## src/rtl/acq_seq_pkg.sv

```systemverilog
// Shared definitions for the acquisition trigger sequencer.
//   STATE_WIDTH        width of the status-readback state field
//   DEFAULT_ADDR_WIDTH default DPRAM address width (1024-word ring)
//   acqState_t         capture state encoding, exported on the state port
//   isWriting()        true for the states that write the DPRAM every cycle
package acq_seq_pkg;

  localparam int STATE_WIDTH        = 3;
  localparam int DEFAULT_ADDR_WIDTH = 10;

  typedef enum logic [STATE_WIDTH-1:0] {
    IDLE  = 3'd0,
    FILL  = 3'd1,
    ARMED = 3'd2,
    POST  = 3'd3,
    DONE  = 3'd4
  } acqState_t;

  function automatic logic isWriting(input acqState_t s);
    return (s == FILL) || (s == ARMED) || (s == POST);
  endfunction

endpackage

```

## src/rtl/acq_trigger_detect.sv

```systemverilog
// Trigger qualifier for the acquisition sequencer.
// Ports:
//   adcClk, adcReset  clock and asynchronous active-high reset
//   triggerIn         hardware trigger level, already in the adcClk domain
//   softTrigger       one-cycle software trigger pulse
//   enable            high while the sequencer is waiting for a trigger
//   triggerEvent      single-cycle event: rising edge of triggerIn or softTrigger,
//                     only while enable is high
module acq_trigger_detect (
  input  logic adcClk,
  input  logic adcReset,
  input  logic triggerIn,
  input  logic softTrigger,
  input  logic enable,
  output logic triggerEvent
);

  logic triggerPrev;

  // The previous level is tracked in every state, so a level already high when
  // the sequencer becomes enabled is not mistaken for an edge.
  always_ff @(posedge adcClk or posedge adcReset) begin
    if (adcReset) begin
      triggerPrev <= 1'b0;
    end else begin
      // NOTE: clocked state uses non-blocking assignments so every register
      // samples pre-edge values regardless of statement order.
      triggerPrev <= triggerIn;
    end
  end

  assign triggerEvent = enable & ((triggerIn & ~triggerPrev) | softTrigger);

endmodule

```

## src/rtl/acq_trigger_sequencer.sv

```systemverilog
// Write-side controller for the adcClk-domain acquisition DPRAM. Runs a circular
// capture: fills pretrigCount samples, waits for a trigger, writes posttrigCount
// more samples, then stops and reports where the valid window starts.
// Optional feature macro: TRIGGER_TIMESTAMP_EN adds a free-running cycle counter,
// the TS_WIDTH parameter and the triggerTimestamp output.
// Ports:
//   adcClk, adcReset              clock and asynchronous active-high reset
//   armStrobe, abortStrobe        one-cycle start / cancel pulses
//   pretrigCount, posttrigCount   capture depths, sampled at arm
//   triggerIn, softTrigger        hardware trigger level, software trigger pulse
//   dpramWriteEnable/Address      registered DPRAM write port controls
//   triggerAddress, startAddress  trigger sample address, oldest valid sample
//   busy, done, state             status for the CSR side
//   triggerTimestamp              cycle count of the last trigger (macro only)
module acq_trigger_sequencer
  import acq_seq_pkg::*;
#(
  parameter int ADDR_WIDTH = DEFAULT_ADDR_WIDTH
`ifdef TRIGGER_TIMESTAMP_EN
  , parameter int TS_WIDTH = 32
`endif
) (
  input  logic                   adcClk,
  input  logic                   adcReset,
  input  logic                   armStrobe,
  input  logic                   abortStrobe,
  input  logic [ADDR_WIDTH-1:0]  pretrigCount,
  input  logic [ADDR_WIDTH-1:0]  posttrigCount,
  input  logic                   triggerIn,
  input  logic                   softTrigger,
  output logic                   dpramWriteEnable,
  output logic [ADDR_WIDTH-1:0]  dpramWriteAddress,
  output logic [ADDR_WIDTH-1:0]  triggerAddress,
  output logic [ADDR_WIDTH-1:0]  startAddress,
  output logic                   busy,
  output logic                   done,
  output logic [STATE_WIDTH-1:0] state
`ifdef TRIGGER_TIMESTAMP_EN
  , output logic [TS_WIDTH-1:0]  triggerTimestamp
`endif
);

  acqState_t             stateReg, stateNext;
  logic [ADDR_WIDTH-1:0] pretrigLatched;
  logic [ADDR_WIDTH-1:0] posttrigLatched;
  logic [ADDR_WIDTH-1:0] postCount;
  // One bit wider than the address so the "written so far" comparison cannot wrap.
  logic [ADDR_WIDTH:0]   sampleCount;
  logic                  triggerEvent;
  logic                  armAccept;
  logic                  triggerAccept;

  acq_trigger_detect uTriggerDetect (
    .adcClk       (adcClk),
    .adcReset     (adcReset),
    .triggerIn    (triggerIn),
    .softTrigger  (softTrigger),
    .enable       (stateReg == ARMED),
    .triggerEvent (triggerEvent)
  );

  always_comb begin
    // NOTE: every output of this block gets a default first, so no path can
    // leave one unassigned and infer a latch.
    stateNext     = stateReg;
    armAccept     = 1'b0;
    triggerAccept = 1'b0;
    if (abortStrobe) begin
      // Abort beats a simultaneous arm or trigger.
      stateNext = IDLE;
    end else begin
      unique case (stateReg)
        IDLE, DONE: begin
          if (armStrobe) begin
            stateNext = FILL;
            armAccept = 1'b1;
          end
        end
        FILL: begin
          // Leave once this cycle's write brings the count up to the pre-trigger
          // depth; a depth of 0 still spends one cycle (and one write) here.
          if (sampleCount + (ADDR_WIDTH+1)'(1) >= {1'b0, pretrigLatched}) begin
            stateNext = ARMED;
          end
        end
        ARMED: begin
          if (triggerEvent) begin
            triggerAccept = 1'b1;
            stateNext     = (posttrigLatched == '0) ? DONE : POST;
          end
        end
        POST: begin
          if (postCount == ADDR_WIDTH'(1)) begin
            stateNext = DONE;
          end
        end
        default: stateNext = IDLE;
      endcase
    end
  end

  always_ff @(posedge adcClk or posedge adcReset) begin
    if (adcReset) begin
      stateReg          <= IDLE;
      dpramWriteEnable  <= 1'b0;
      dpramWriteAddress <= '0;
      triggerAddress    <= '0;
      startAddress      <= '0;
      busy              <= 1'b0;
      done              <= 1'b0;
      pretrigLatched    <= '0;
      posttrigLatched   <= '0;
      postCount         <= '0;
      sampleCount       <= '0;
    end else begin
      stateReg         <= stateNext;
      // Status flags follow the next state so they change together with state.
      dpramWriteEnable <= isWriting(stateNext);
      busy             <= isWriting(stateNext);
      done             <= (stateNext == DONE);

      // The ring address is never cleared at arm: captures continue around it.
      if (dpramWriteEnable) begin
        dpramWriteAddress <= dpramWriteAddress + 1'b1;
      end

      if (armAccept) begin
        pretrigLatched  <= pretrigCount;
        posttrigLatched <= posttrigCount;
        sampleCount     <= '0;
      end else if (stateReg == FILL) begin
        sampleCount <= sampleCount + 1'b1;
      end

      if (triggerAccept) begin
        triggerAddress <= dpramWriteAddress;
        startAddress   <= dpramWriteAddress - pretrigLatched;
        postCount      <= posttrigLatched;
      end else if (stateReg == POST) begin
        postCount <= postCount - 1'b1;
      end
    end
  end

  assign state = stateReg;

`ifdef TRIGGER_TIMESTAMP_EN
  logic [TS_WIDTH-1:0] tsCounter;

  always_ff @(posedge adcClk or posedge adcReset) begin
    if (adcReset) begin
      tsCounter        <= '0;
      triggerTimestamp <= '0;
    end else begin
      tsCounter <= tsCounter + 1'b1;
      if (triggerAccept) begin
        triggerTimestamp <= tsCounter;
      end
    end
  end
`endif

endmodule

```

## config.mk

```make
export PLATFORM = sky130hd
export DESIGN_NAME = acq_trigger_sequencer
export DESIGN_NICKNAME = d
export VERILOG_FILES = /design/src/rtl/acq_seq_pkg.sv /design/src/rtl/acq_trigger_detect.sv /design/src/rtl/acq_trigger_sequencer.sv
export SDC_FILE = /design/constraint.sdc
export NUM_CORES = 1
export LEC_CHECK = 0
export ABC_AREA = 1
export ABC_CLOCK_PERIOD_IN_PS = 2600
export CORE_ASPECT_RATIO = 2
export CORE_UTILIZATION = 35
export CTS_BUF_LIST = sky130_fd_sc_hd__clkbuf_8 sky130_fd_sc_hd__clkbuf_16
export CTS_CLUSTER_DIAMETER = 60
export DETAILED_ROUTE_END_ITERATION = 12
export PLACE_DENSITY = 0.59
export SYNTH_ARGS = -nofsm -noshare
export SYNTH_HDL_FRONTEND = slang
export SYNTH_SLANG_ARGS = --single-unit
```

## constraint.sdc

```tcl
create_clock -name adcClk -period 2.6 [get_ports adcClk]
set_input_delay 0.65 -clock adcClk [delete_from_list [all_inputs] [get_ports adcClk]]
set_output_delay 0.65 -clock adcClk [all_outputs]
set_load 0.05 [all_outputs]
```

# After elaboration in Yosys (flattened, before gate mapping)
# Cells that the tools add are included.
[word_totals] input_bits=26 word_cells=53 register_bits=77
[op_classes] n_eq_ne=9 n_reduce_logical=7 bitwise=4 n_mux=17 add_sub_neg=4 magnitude_cmp=1
[ops] cell="11-bit 2-to-1 mux" count=2
[ops] cell="10-bit 2-to-1 mux" count=2
[ops] cell="3-bit 2-to-1 mux" count=6
[ops] cell="3-bit by 2-bit == test with 1-bit output, second input constant" count=4
[ops] cell="3-bit case mux with 4 select lines" count=1
[ops] cell="11-bit by 1-bit adder with 11-bit output, second input constant" count=1
[ops] cell="11-bit by 10-bit greater-or-equal comparator with 1-bit output" count=1
[ops] cell="10-bit by 1-bit adder with 10-bit output, second input constant" count=1
[ops] cell="10-bit by 1-bit == test with 1-bit output, second input constant" count=1
[ops] cell="10-bit zero test" count=1
[ops] cell="10-bit by 1-bit subtractor with 10-bit output, second input constant" count=1
[ops] cell="10-bit subtractor" count=1
[ops] cell="3-bit by 1-bit == test with 1-bit output, second input constant" count=2
[ops] cell="3-bit == test, second input constant" count=2
[ops] cell="1-bit 2-to-1 mux" count=6
[ops] cell="2-bit nonzero test" count=2
[ops] cell="3-bit zero test" count=1
[ops] cell="1-bit AND" count=2
[ops] cell="1-bit logical OR" count=2
[ops] cell="2-bit OR reduction" count=1
[ops] cell="1-bit inverter" count=1
[ops] cell="1-bit bitwise OR" count=1

# Logic depth before layout (Yosys ltp)
[logic_depth] word_depth=10 mapped_depth=19

# Cells and area by module
# Synthesis repeated with hierarchy kept, for this count alone.
[unflattened] cells_unflattened=512 area_unflattened_um2=4190.3
[modules_own_cells] module="acq_trigger_sequencer" cells_per_inst=505 area_per_inst_um2=4137.7 instances=1 seq_area_each_um2=1901.8
[modules_own_cells] module="acq_trigger_detect" cells_per_inst=7 area_per_inst_um2=52.6 instances=1 seq_area_each_um2=25.0

# Worst setup path after synthesis
# No wires, ideal clock.
[synth_timing] path_type="reg2reg" start="register dpramWriteAddress[0]" end="register startAddress[6]" t_required_ns=2.476 period_less_slack_ns=2.129 path_stages_with_launch=13 t_arrival_ns=2.006 setup_ns=0.124 slack_ns=0.471 cell_sequence="dfrtp_1 inv_1 ha_1 fa_1 inv_1 nand3_1 nand2_1 nand2_1 nand2_1 nand2_1 nand2_1 xnor2_1 o21ai_1"
[synth_between] elab_chain_cells=1
[synth_rtl] element="from (decl)" line_no="acq_trigger_sequencer.sv:32" source="output logic [ADDR_WIDTH-1:0] dpramWriteAddress,"
[synth_rtl] element="from (signal assigned)" line_no="acq_trigger_sequencer.sv:124" source="dpramWriteAddress <= dpramWriteAddress + 1'b1;"
[synth_rtl] element="10-bit subtractor" line_no="acq_trigger_sequencer.sv:137" source="startAddress <= dpramWriteAddress - pretrigLatched;"
[synth_rtl] element="to (signal assigned)" line_no="acq_trigger_sequencer.sv:137"
[synth_rtl] element="to (decl)" line_no="acq_trigger_sequencer.sv:34" source="output logic [ADDR_WIDTH-1:0] startAddress,"
# No other way between the ends.
# A chain may end at the register's enable or synchronous reset.

# Worst setup path in the final report
[layout_timing] start="register stateReg[1], in the netlist state[1]" end="output port state[1]"
[layout_lines] element="from (decl)" line_no="acq_trigger_sequencer.sv:43" source="acqState_t stateReg, stateNext;"
[layout_lines] element="from (signal assigned)" line_no="acq_trigger_sequencer.sv:116" source="stateReg <= stateNext;"
[layout_lines] element="to (decl)" line_no="acq_trigger_sequencer.sv:37" source="output logic [STATE_WIDTH-1:0] state"
# No word-level cell between the ends.

==> results.tsv <==
metric	value	unit
cpMaxStageDelayCell	clkdlybuf4s50_1	
multi_input_area	1930	µm²
die_h	157	µm
rsz0062_at_grt	no	
core	11700	µm²
io_buffers	61	
crit_buf_inv	1	
globalplace.congestion	0.990	
overflow	0	
placed_cells	701	
nets	617	
grt_pass1_wl	16700	µm
seqCellArea	1930	µm²
initial_utilization	0.358	
yosysSeqAreaShare	0.459	
maxSlewViolCount	0	
fp.dieW	79.4	µm
grt_use_total	0.177	
fmax	422	MHz
cpPeakStageDelay	870	ps
dieArea	12500	µm²
drt_first_pass_iters	4	
fin_cells	717	
synth-edff-count	0	
cts_tree	done	
hold_class	flop to flop	
critical_path_class	flop to output port	
crit_chain	clkdlybuf4s50_1	
postLayoutCoreUtil	0.453	
grt_max_degree	78	
final.fill_count	1135	
netlist_area	4190	µm²
async_flop_share	1.00	
clkSinkCount	77	
finalPower	5.19	mW
holdWs	476	ps
synth_seq_cells	77	
timing_hold_violations_final	0	
rows	56	
power_density	979	nW/µm²
outcome	completed	
cp_top_family	buffers and inverters	
crit_required	1950	ps
drive_gt1_frac	0.0874	
setup_viol	0	
cp.arrival	1720	ps
avgSynthCellArea	8.47	µm²
slew_headroom	0.665	
ir_worst_vdd	0.514	mV
drt_iter0_markers	134	
detail_route.wl_per_cell	13.8	µm
cts_buffers	9	
ys.flop_type	dfrtp_1	
synthCells	495	
cp_max_fo	6	
yosys_warnings	0	
start_kind	flop	
post-route-min-period	2370	ps
end_kind	output port	
htreeDepth	3	
drc	0	
finalSetupTns	0	ps
skew	6.59	ps
num_vias	3446	
wl	9890	µm
fin_crit_sh	0.912	
worst_pin_slew	502	ps
num_io_pins	62	
antenna_found_initial	0	
p_leak	2.59	nW
clk_latency	330	ps
path_clk_slew	60	ps
avgViaCountPerCell	4.81	
root_buffer	clkbuf_16	
grt_pass1_vias	3519	
ant_nets	0	
synth.distinct_cells	38	
clk_path_buf_depth	2	
num_antenna_cells	0	
place_hpwl	7790	µm
max_cap_violations	0	
area_growth	26.4	%
syn_nets	545	
cell families (layout without fill, tap and decap cells):
group	Yosys count	in the layout	synth area share
buffers and inverters	88	165	0.0820
XOR/XNOR	25	25	0.0522
multiplexers	5	5	0.0134
AND/OR/NAND/NOR	199	199	0.216
adder cells (fa/ha/maj)	24	24	0.0734
flip-flops	77	77	0.459
AO/OA/AOI/OAI	77	77	0.103
per-layer routing:
layer	global-route usage	up-vias	wire [µm]
li1	-	1730	-
met1	0.179	1626	3780
met2	0.333	68	5510
met3	0.0315	22	244
met4	0.0944	0	358
met5	0	-	0
area by class of cell:
type,count,share of cell area
Timing Repair Buffer,69,0.129
Multi-Input combinational cell,330,0.363
Clock buffer,10,0.0451
Inverter,80,0.0574
Sequential cell,77,0.364
Tap cell,145,0.0342
Clock inverter,6,0.00755
sequential cells by signal, summed over array words and instances (netlist names):
register	cells
triggerAddress	10
postCount	10
busy	1
state	3
startAddress	10
uTriggerDetect.triggerPrev	1
posttrigLatched	10
sampleCount	11
done	1
pretrigLatched	10
dpramWriteAddress	10
synthesized netlist by cell type (all sizes together), types with 2 or more instances:
cell / number / share of area
xnor2: 4 / 0.0084
xor2: 21 / 0.044
nor2: 45 / 0.044
nand3: 23 / 0.035
mux2: 5 / 0.013
buf: 7 / 0.0095
nand4: 8 / 0.012
o22ai: 5 / 0.0075
nor3: 3 / 0.0087
ha: 23 / 0.069
a21oi: 25 / 0.030
o21ai: 33 / 0.039
o211ai: 3 / 0.0054
nand2: 116 / 0.11
inv: 79 / 0.071
nor4: 2 / 0.0066
o21bai: 4 / 0.0072
dfrtp: 77 / 0.46
o221ai: 4 / 0.0084
placed cells by master (no fill, tap or decap), types with 9 or more instances in the layout:
master,Yosys,layout
nand2_1,113,113
a21oi_1,25,25
inv_1,76,76
nor2_1,41,40
clkbuf_16,0,9
o21ai_1,18,18
nand3_1,18,18
ha_1,23,23
clkdlybuf4s50_1,0,61
o21ai_0,15,15
xor2_1,21,21
dfrtp_1,77,76
report_power, final:
group | total, mW | internal, mW | leakage (nW) | switching, mW
combinational | 2.19 | 0.805 | 1.49 | 1.39
clock | 1.16 | 0.668 | 0.132 | 0.491
sequential | 1.84 | 1.56 | 0.963 | 0.276
total | 5.19 | 3.04 | 2.59 | 2.15
path summary, 6_finish.rpt:
path	start	endpoint	slack (ps)	depth (start not counted)
worst min-delay path	startAddress[9]$_DFFE_PP0P_	startAddress[9]$_DFFE_PP0P_	480	2
worst max register to register	sampleCount[2]$_DFFE_PP0P_	busy$_DFF_PP0_	260	18
worst max-delay path	state[1]$_DFF_PP0_	state[1]	230	1
min in group asynchronous	adcReset	triggerAddress[4]$_DFFE_PP0P_	770	3
max in group asynchronous	adcReset	posttrigLatched[4]$_DFFE_PP0P_	1500	3
worst min register to register	startAddress[9]$_DFFE_PP0P_	startAddress[9]$_DFFE_PP0P_	480	2
timing repair:
action / CTS / global route
setup buffers: 0 / 0
hold buffers: 0 / 0
gates resized for setup: 0 / 2
setup endpoints to repair: 0 / 2
through the flow:
| step | setup WS (ps) | area, µm² |
|---|---|---|
| 6_report | 228 | 5300 |
| 5_1_grt | 31.5 | 5300 |
| 4_1_cts | 200 | 5300 |
| 3_5_place_dp | 224 | 5020 |
| 3_3_place_gp | 297 | 5020 |
| 2_1_floorplan | 471 | 4200 |
No activity file was read; power rests on OpenSTA's default activity.
